$ cat src/rtl/sim_harness_ctrl.sv
// Simulation harness controller: synchronises reset release to the DUT, counts cycles and
// latches a sticky pass / fail / timeout verdict from per-channel DUT status.
module sim_harness_ctrl #(
  parameter int unsigned       NUM_CH     = 4,
  parameter int unsigned       CNT_W      = 32,
  parameter int unsigned       MAX_CYC    = 1000,
  parameter int unsigned       RST_STAGES = 2,
  parameter int unsigned       RST_HOLD   = 4,
  parameter logic [NUM_CH-1:0] CH_EN      = '1
) (
  input  logic              clk,
  input  logic              reset_async,
  input  logic [NUM_CH-1:0] ch_passed,
  input  logic [NUM_CH-1:0] ch_failed,
  output logic              reset,
  output logic [CNT_W-1:0]  cyc_cnt,
  output logic              passed,
  output logic              failed,
  output logic              timeout,
  output logic              done,
  output logic [4:0]        fail_ch,
  output logic [CNT_W-1:0]  end_cyc
);

  localparam int unsigned HoldW = (RST_HOLD > 0) ? $clog2(RST_HOLD + 1) : 1;

  typedef enum logic [2:0] {
    StHold,
    StRun,
    StPass,
    StFail,
    StTmo
  } state_e;

  // Reset release: synchroniser chain, then a hold counter before the DUT sees reset drop.
  logic [RST_STAGES-1:0] sync_q;
  logic [HoldW-1:0]      hold_cnt_q, hold_cnt_d;
  logic                  sync_done, hold_done;

  always_ff @(posedge clk or negedge reset_async) begin
    if (!reset_async) begin
      sync_q <= '0;
    end else begin
      sync_q <= {sync_q[RST_STAGES-2:0], 1'b1};
    end
  end

  assign sync_done = sync_q[RST_STAGES-1];
  assign hold_done = (hold_cnt_q == HoldW'(RST_HOLD));

  always_comb begin
    hold_cnt_d = hold_cnt_q;
    if (sync_done && !hold_done) begin
      hold_cnt_d = hold_cnt_q + HoldW'(1);
    end
  end

  assign reset = ~(sync_done & hold_done);

  // Verdict FSM
  state_e             state_q, state_d;
  logic [NUM_CH-1:0]  seen_q, seen_d;
  logic [CNT_W-1:0]   cnt_q, cnt_d;
  logic [CNT_W-1:0]   end_q, end_d;
  logic [4:0]         fail_ch_q, fail_ch_d;
  logic               passed_q, failed_q, timeout_q, done_q;
  logic               passed_d, failed_d, timeout_d, done_d;
  logic [NUM_CH-1:0]  fail_hit;
  logic               pass_hit, tmo_hit;
  logic [4:0]         low_idx;

  always_comb begin
    fail_hit = ch_failed & CH_EN;
    seen_d   = seen_q;
    if (state_q == StRun) begin
      seen_d = seen_q | ch_passed;
    end
    pass_hit = ((seen_d & CH_EN) == CH_EN);
    tmo_hit  = (cnt_q == CNT_W'(MAX_CYC));
    // Descending scan so the lowest failing index wins.
    low_idx  = '0;
    for (int i = int'(NUM_CH) - 1; i >= 0; i--) begin
      if (fail_hit[i]) begin
        low_idx = 5'(i);
      end
    end
  end

  always_comb begin
    state_d   = state_q;
    cnt_d     = cnt_q;
    end_d     = end_q;
    fail_ch_d = fail_ch_q;
    unique case (state_q)
      StHold: begin
        if (!reset) begin
          state_d = StRun;
        end
      end
      StRun: begin
        if (|fail_hit) begin
          state_d   = StFail;
          fail_ch_d = low_idx;
        end else if (pass_hit) begin
          state_d = StPass;
        end else if (tmo_hit) begin
          state_d = StTmo;
        end else if (cnt_q != '1) begin
          cnt_d = cnt_q + CNT_W'(1);
        end
      end
      default: begin
        // Terminal states hold until reset_async.
      end
    endcase
    if ((state_q == StRun) && (state_d != StRun)) begin
      end_d = cnt_q;
    end
    passed_d  = (state_d == StPass);
    failed_d  = (state_d == StFail) || (state_d == StTmo);
    timeout_d = (state_d == StTmo);
    done_d    = (state_d == StPass) || (state_d == StFail) || (state_d == StTmo);
  end

  always_ff @(posedge clk or negedge reset_async) begin
    if (!reset_async) begin
      hold_cnt_q <= '0;
      state_q    <= StHold;
      seen_q     <= '0;
      cnt_q      <= CNT_W'(1);
      end_q      <= '0;
      fail_ch_q  <= '0;
      passed_q   <= 1'b0;
      failed_q   <= 1'b0;
      timeout_q  <= 1'b0;
      done_q     <= 1'b0;
    end else begin
      hold_cnt_q <= hold_cnt_d;
      state_q    <= state_d;
      seen_q     <= seen_d;
      cnt_q      <= cnt_d;
      end_q      <= end_d;
      fail_ch_q  <= fail_ch_d;
      passed_q   <= passed_d;
      failed_q   <= failed_d;
      timeout_q  <= timeout_d;
      done_q     <= done_d;
    end
  end

  assign cyc_cnt = cnt_q;
  assign end_cyc = end_q;
  assign fail_ch = fail_ch_q;
  assign passed  = passed_q;
  assign failed  = failed_q;
  assign timeout = timeout_q;
  assign done    = done_q;

endmodule

$ cat config.mk
export PLATFORM = sky130hd
export DESIGN_NAME = sim_harness_ctrl
export DESIGN_NICKNAME = d
export VERILOG_FILES = /design/src/rtl/sim_harness_ctrl.sv
export SDC_FILE = /design/constraint.sdc
export NUM_CORES = 1
export LEC_CHECK = 0
export BUFFER_PORTS_ARGS = -buffer_cell sky130_fd_sc_hd__buf_2
export CELL_PAD_IN_SITES_DETAIL_PLACEMENT = 1
export CELL_PAD_IN_SITES_GLOBAL_PLACEMENT = 2
export CORE_UTILIZATION = 38
export DETAILED_ROUTE_END_ITERATION = 8
export PLACE_DENSITY_LB_ADDON = 0.08
export SYNTH_ARGS = -nofsm -noshare
export SYNTH_HDL_FRONTEND = slang
export SYNTH_SLANG_ARGS = --single-unit
$ cat constraint.sdc
create_clock -name clk -period 4.8 [get_ports clk]
set_input_delay 0 -clock clk [delete_from_list [all_inputs] [get_ports clk]]
set_output_delay 0 -clock clk [all_outputs]
set_load 0.005 [all_outputs]
==> results.txt <==
Setup repair after global routing left no endpoint under its margin. The region available for standard cell placement spans about 0.0094 mm2. STA puts the critical path data required time at 5030 ps.

The aggregate negative setup slack came out at 0 ps. The netlist uses 47 different library cells. The clock reaches the later pin of the worst-skew pair after 350 ps. The total global-route track usage is 17.3%. After clock tree synthesis, the clock-pin slew on the worst setup and hold paths is 80 ps. The mux cell area share after synthesis came out at 12.9%.

The number of H-tree levels came out at 3. The headroom to the max-slew limit is about a third. The number of max-capacitance violations reported is 0. The total internal power is about 0.0011 W. The final setup violation count came out at 0. Of the total power, the share spent switching nets is 30.1%. The number of CTS-inserted buffers came out at 9. The first global-routing pass estimated 13,700 um of wire. The utilization after layout came out at 47.6%. The full die area is 0.0103 mm2. The number of placement rows is 35. The worst hold path belongs to the class input pin to flip-flop.

The die width came out at roughly 100 um. The routed wire length came out at 8200 um. The synthesized netlist devotes 4.36% of its cell area to compound gates. The worst-case hold slack is 42.4 ps. The sequential cell area fraction in the yosys report is 54.6%. The peak supply drop is approximately 190 uV. The worst setup path is of the flip-flop to flip-flop kind.

From bottom edge to top edge, the die measures 102 um. The simple logic cell fraction of the synthesized area came out at 15.5%. The cell area after technology mapping came out at 0.00376 mm2. The flip-flop and latch count after synthesis came out at 82. The total power consumption of the routed design is 0.00158 W. After detailed routing, the number of vias per cell comes to 4.98. The number of placed instances, taps included is around 490. The number of synthesis warnings came out at 0. Once layout is complete, the cells apart from fillers number slightly above 500.

In this run the clock root is driven by a sky130_fd_sc_hd__clkbuf_8. The launch point of the worst reg-to-reg path is state_q[1]. The count of inserted antenna diode cells came out at 0.

The TritonCTS clock tree is done. The startpoint identified for the worst hold timing path is ch_failed[3]. The launch point of the worst path is state_q[1]. The final weighted congestion in routability-driven placement is 0.752.

After synthesis, the largest family of logic cells by area is simple AND/OR/NAND/NOR gates. The portion of the clock cycle consumed by the worst path in the final layout is 59.7%. The area growth from synthesis to layout is 19.1%. Entering global routing, the biggest net connects 83 pins.

The final number of hold-violating endpoints is 0. STA classifies the critical path endpoint as a flip-flop. STA puts the critical path data arrival time at 3090 ps. For hold timing, the worst endpoint is fail_ch[1]. The run finished with clean final reports. Across the routed clock network, the largest skew measured is 10.3 ps. The minimum setup slack among reg-to-reg paths is about 1900 ps. The actual slew at the worst max-slew pin is 1020 ps. The via count of the first global-routing pass came to 2,605.

The final global-route overflow total came out at 0. Dividing the detail-routed wire length by the instance count gives 15.9 um. The total power density per cell area is 352 mW/mm2. The worst hold path was traced through 4 stages. The number of pins with negative max-slew slack in the final report came to 0.

The effective utilization at floorplan is about 40%. The post-detailed-route count of antenna-violating nets came out at 0. The combinational cell fraction of total power came out at 19.5%.

For this run, the detailed router's first-pass iteration total came to 4. A synthesized cell averages 12.7 um2. In the synthesized netlist, the number of instances is 296. The flip-flop cell with the highest count after synthesis is sky130_fd_sc_hd__dfrtp_1. Summed over all cells, the static leakage comes to approximately 2.3 nW. The count of vias placed by the detailed router came out at 2,575. The terminus of the critical flop-to-flop path is end_cyc[18]. The number of nets at the end of the flow came out at 397. The buffer levels on the longest clock path came out at 2. Of all flip-flops after synthesis, the portion carrying an async set or reset was 100%. Sequential cells account for 52.9% of the total power. The depth of the most critical reg-to-reg path is 6. The xor/xnor cell area share of the yosys netlist came out at under 10%.

The HPWL after detailed placement is 5550 um. In this run the tool buffered the top-level ports with 80 buffer cells. The worst setup path is launched from a flip-flop.

Timing would allow up to 349 MHz. After the first detailed-routing iteration, the DRC count stood at 88. Of the total synthesized cell area, the portion taken by full adders, half adders and majority gates is 1.33%. The layout has around 1,000 filler cells. The clock share of power came out at 27.6%. In this run the power spent charging and discharging nets is around 0.00047 W. After detailed routing, the number of remaining DRC violations is 0. For this design the top-level I/O count stands at between 80 and 90. The number of enable flip-flop cells after synthesis is 0. The initial antenna violation count came out at 0. The clock sink count is 82. The share of layout cells above drive strength 1 is a little over a third. The final period demand of the worst path is roughly 2900 ps. Along the worst path, the maximum fanout reaches 32.
-- worst max-delay path by stage --
stage	cells past startpoint	end	slack, ps
after floorplan	7	end_cyc[0]	2670
after global placement	6	end_cyc[23]	2030
after detailed placement	6	end_cyc[23]	1930
after CTS	6	end_cyc[23]	1910
after global routing	6	end_cyc[23]	1730
final	6	end_cyc[18]	1940
-- area by class of cell --
class                   count  area, um2  share of cell area, %
clock inverters             5       32.5                  0.726
repair buffers             89        490                   10.9
clock buffers              11        131                   2.93
inverters                  10       37.5                  0.837
multi-input cells         191       1580                   35.2
well taps                 129        161                   3.60
flip-flops and latches     82       2050                   45.8
-- registers in the layout, indices dropped and copies added (netlist names) --
register,count
failed,1
done,1
seen_q,4
passed,1
end_cyc,32
hold_cnt_q,3
state_q,3
fail_ch,2
cyc_cnt,32
sync_q,2
timeout,1
-- synthesized netlist by cell type (2+ instances only) --
library cell               number  area share [%]
sky130_fd_sc_hd__and3_1        11             1.8
sky130_fd_sc_hd__buf_2          5            0.66
sky130_fd_sc_hd__nand2_1       13             1.3
sky130_fd_sc_hd__mux2_1         2            0.60
sky130_fd_sc_hd__a21oi_2        2            0.47
sky130_fd_sc_hd__a21oi_1        6            0.80
sky130_fd_sc_hd__o21a_1         2            0.40
sky130_fd_sc_hd__dfrtp_1       81              54
sky130_fd_sc_hd__ha_1           4             1.3
sky130_fd_sc_hd__conb_1         2            0.20
sky130_fd_sc_hd__buf_4          3            0.60
sky130_fd_sc_hd__xnor2_1       32             7.4
sky130_fd_sc_hd__inv_1          9            0.90
sky130_fd_sc_hd__mux2_4        30              12
sky130_fd_sc_hd__clkbuf_1       3            0.30
sky130_fd_sc_hd__buf_6          4             1.2
sky130_fd_sc_hd__a31oi_1        2            0.33
sky130_fd_sc_hd__nor2_1        10             1.0
sky130_fd_sc_hd__o21ai_1        2            0.27
sky130_fd_sc_hd__and4_1         2            0.47
sky130_fd_sc_hd__nor4_1         8             1.3
sky130_fd_sc_hd__and2_1         2            0.33
sky130_fd_sc_hd__nor3_1         4            0.53
sky130_fd_sc_hd__nand3_1       15             2.0
sky130_fd_sc_hd__nand4_1       19             3.2
sky130_fd_sc_hd__o21ai_0        2            0.27
-- layout by cell type (no fill, tap or decap), types with 2 or more instances in the layout --
cell type                       count
sky130_fd_sc_hd__nor3_1             4
sky130_fd_sc_hd__o21ai_0            2
sky130_fd_sc_hd__o21ai_1            2
sky130_fd_sc_hd__and4_1             2
sky130_fd_sc_hd__inv_1              9
sky130_fd_sc_hd__buf_4              2
sky130_fd_sc_hd__nand3_1           15
sky130_fd_sc_hd__conb_1             4
sky130_fd_sc_hd__dfrtp_1           81
sky130_fd_sc_hd__o21a_1             2
sky130_fd_sc_hd__clkbuf_8           9
sky130_fd_sc_hd__dlygate4sd3_1      8
sky130_fd_sc_hd__and3_1            11
sky130_fd_sc_hd__clkbuf_1           2
sky130_fd_sc_hd__nand2_1           13
sky130_fd_sc_hd__clkinv_2           2
sky130_fd_sc_hd__clkinvlp_4         3
sky130_fd_sc_hd__a21oi_2            2
sky130_fd_sc_hd__nor4_1             8
sky130_fd_sc_hd__ha_1               4
sky130_fd_sc_hd__mux2_1             2
sky130_fd_sc_hd__a31oi_1            2
sky130_fd_sc_hd__nand4_1           19
sky130_fd_sc_hd__and2_1             2
sky130_fd_sc_hd__xnor2_1           32
sky130_fd_sc_hd__mux2_4            30
sky130_fd_sc_hd__a21oi_1            6
sky130_fd_sc_hd__buf_2             79
sky130_fd_sc_hd__nor2_1            10
-- cell families after synthesis --
| logic type | count (synthesis) |
|---|---|
| flops | 82 |
| compound gates | 23 |
| fa+ha+maj | 4 |
| xor+xnor | 32 |
| buf+inv | 25 |
| simple gates | 95 |
| other cells | 2 |
| mux | 33 |
-- through the flow --
step                setup WS [ps]  instance area, um2
floorplan                    2670                3770
global placement             2030                4240
detailed placement           1930                4240
CTS                          1910                4480
global route                 1730                4480
finish                       1940                4480
-- worst max-delay path: stages (launching register included) --
cell                       delay (ps)
sky130_fd_sc_hd__dfrtp_1          500
sky130_fd_sc_hd__nor3b_4          570
sky130_fd_sc_hd__a21oi_1          250
sky130_fd_sc_hd__o41a_1           510
sky130_fd_sc_hd__nand2b_2         120
sky130_fd_sc_hd__nand2_4          330
sky130_fd_sc_hd__mux2_4           430
-- metal layers --
layer,up-vias,track usage (%),share of wire (%)
met3,10,3.38,3.5
li1,1214,-,-
met2,46,27.1,48
met1,1305,24.2,48
met4,0,5.69,1.2
met5,-,0,0
-- timing repair --
item,CTS,global route
setup buffers,0,0
resized for setup,0,0
endpoints found under the hold margin,87,0
hold buffers,8,0
-- power groups by stage --
stage          registers [W]  logic (W)  clock network, W
2_1_floorplan       0.000833   0.000222                 0
3_3_place_gp        0.000848   0.000299                 0
3_5_place_dp        0.000849   0.000304                 0
4_1_cts             0.000835   0.000316          0.000451
5_1_grt             0.000847   0.000350          0.000478
6_report            0.000835   0.000309          0.000436
Power figures use the tool's default switching activity.
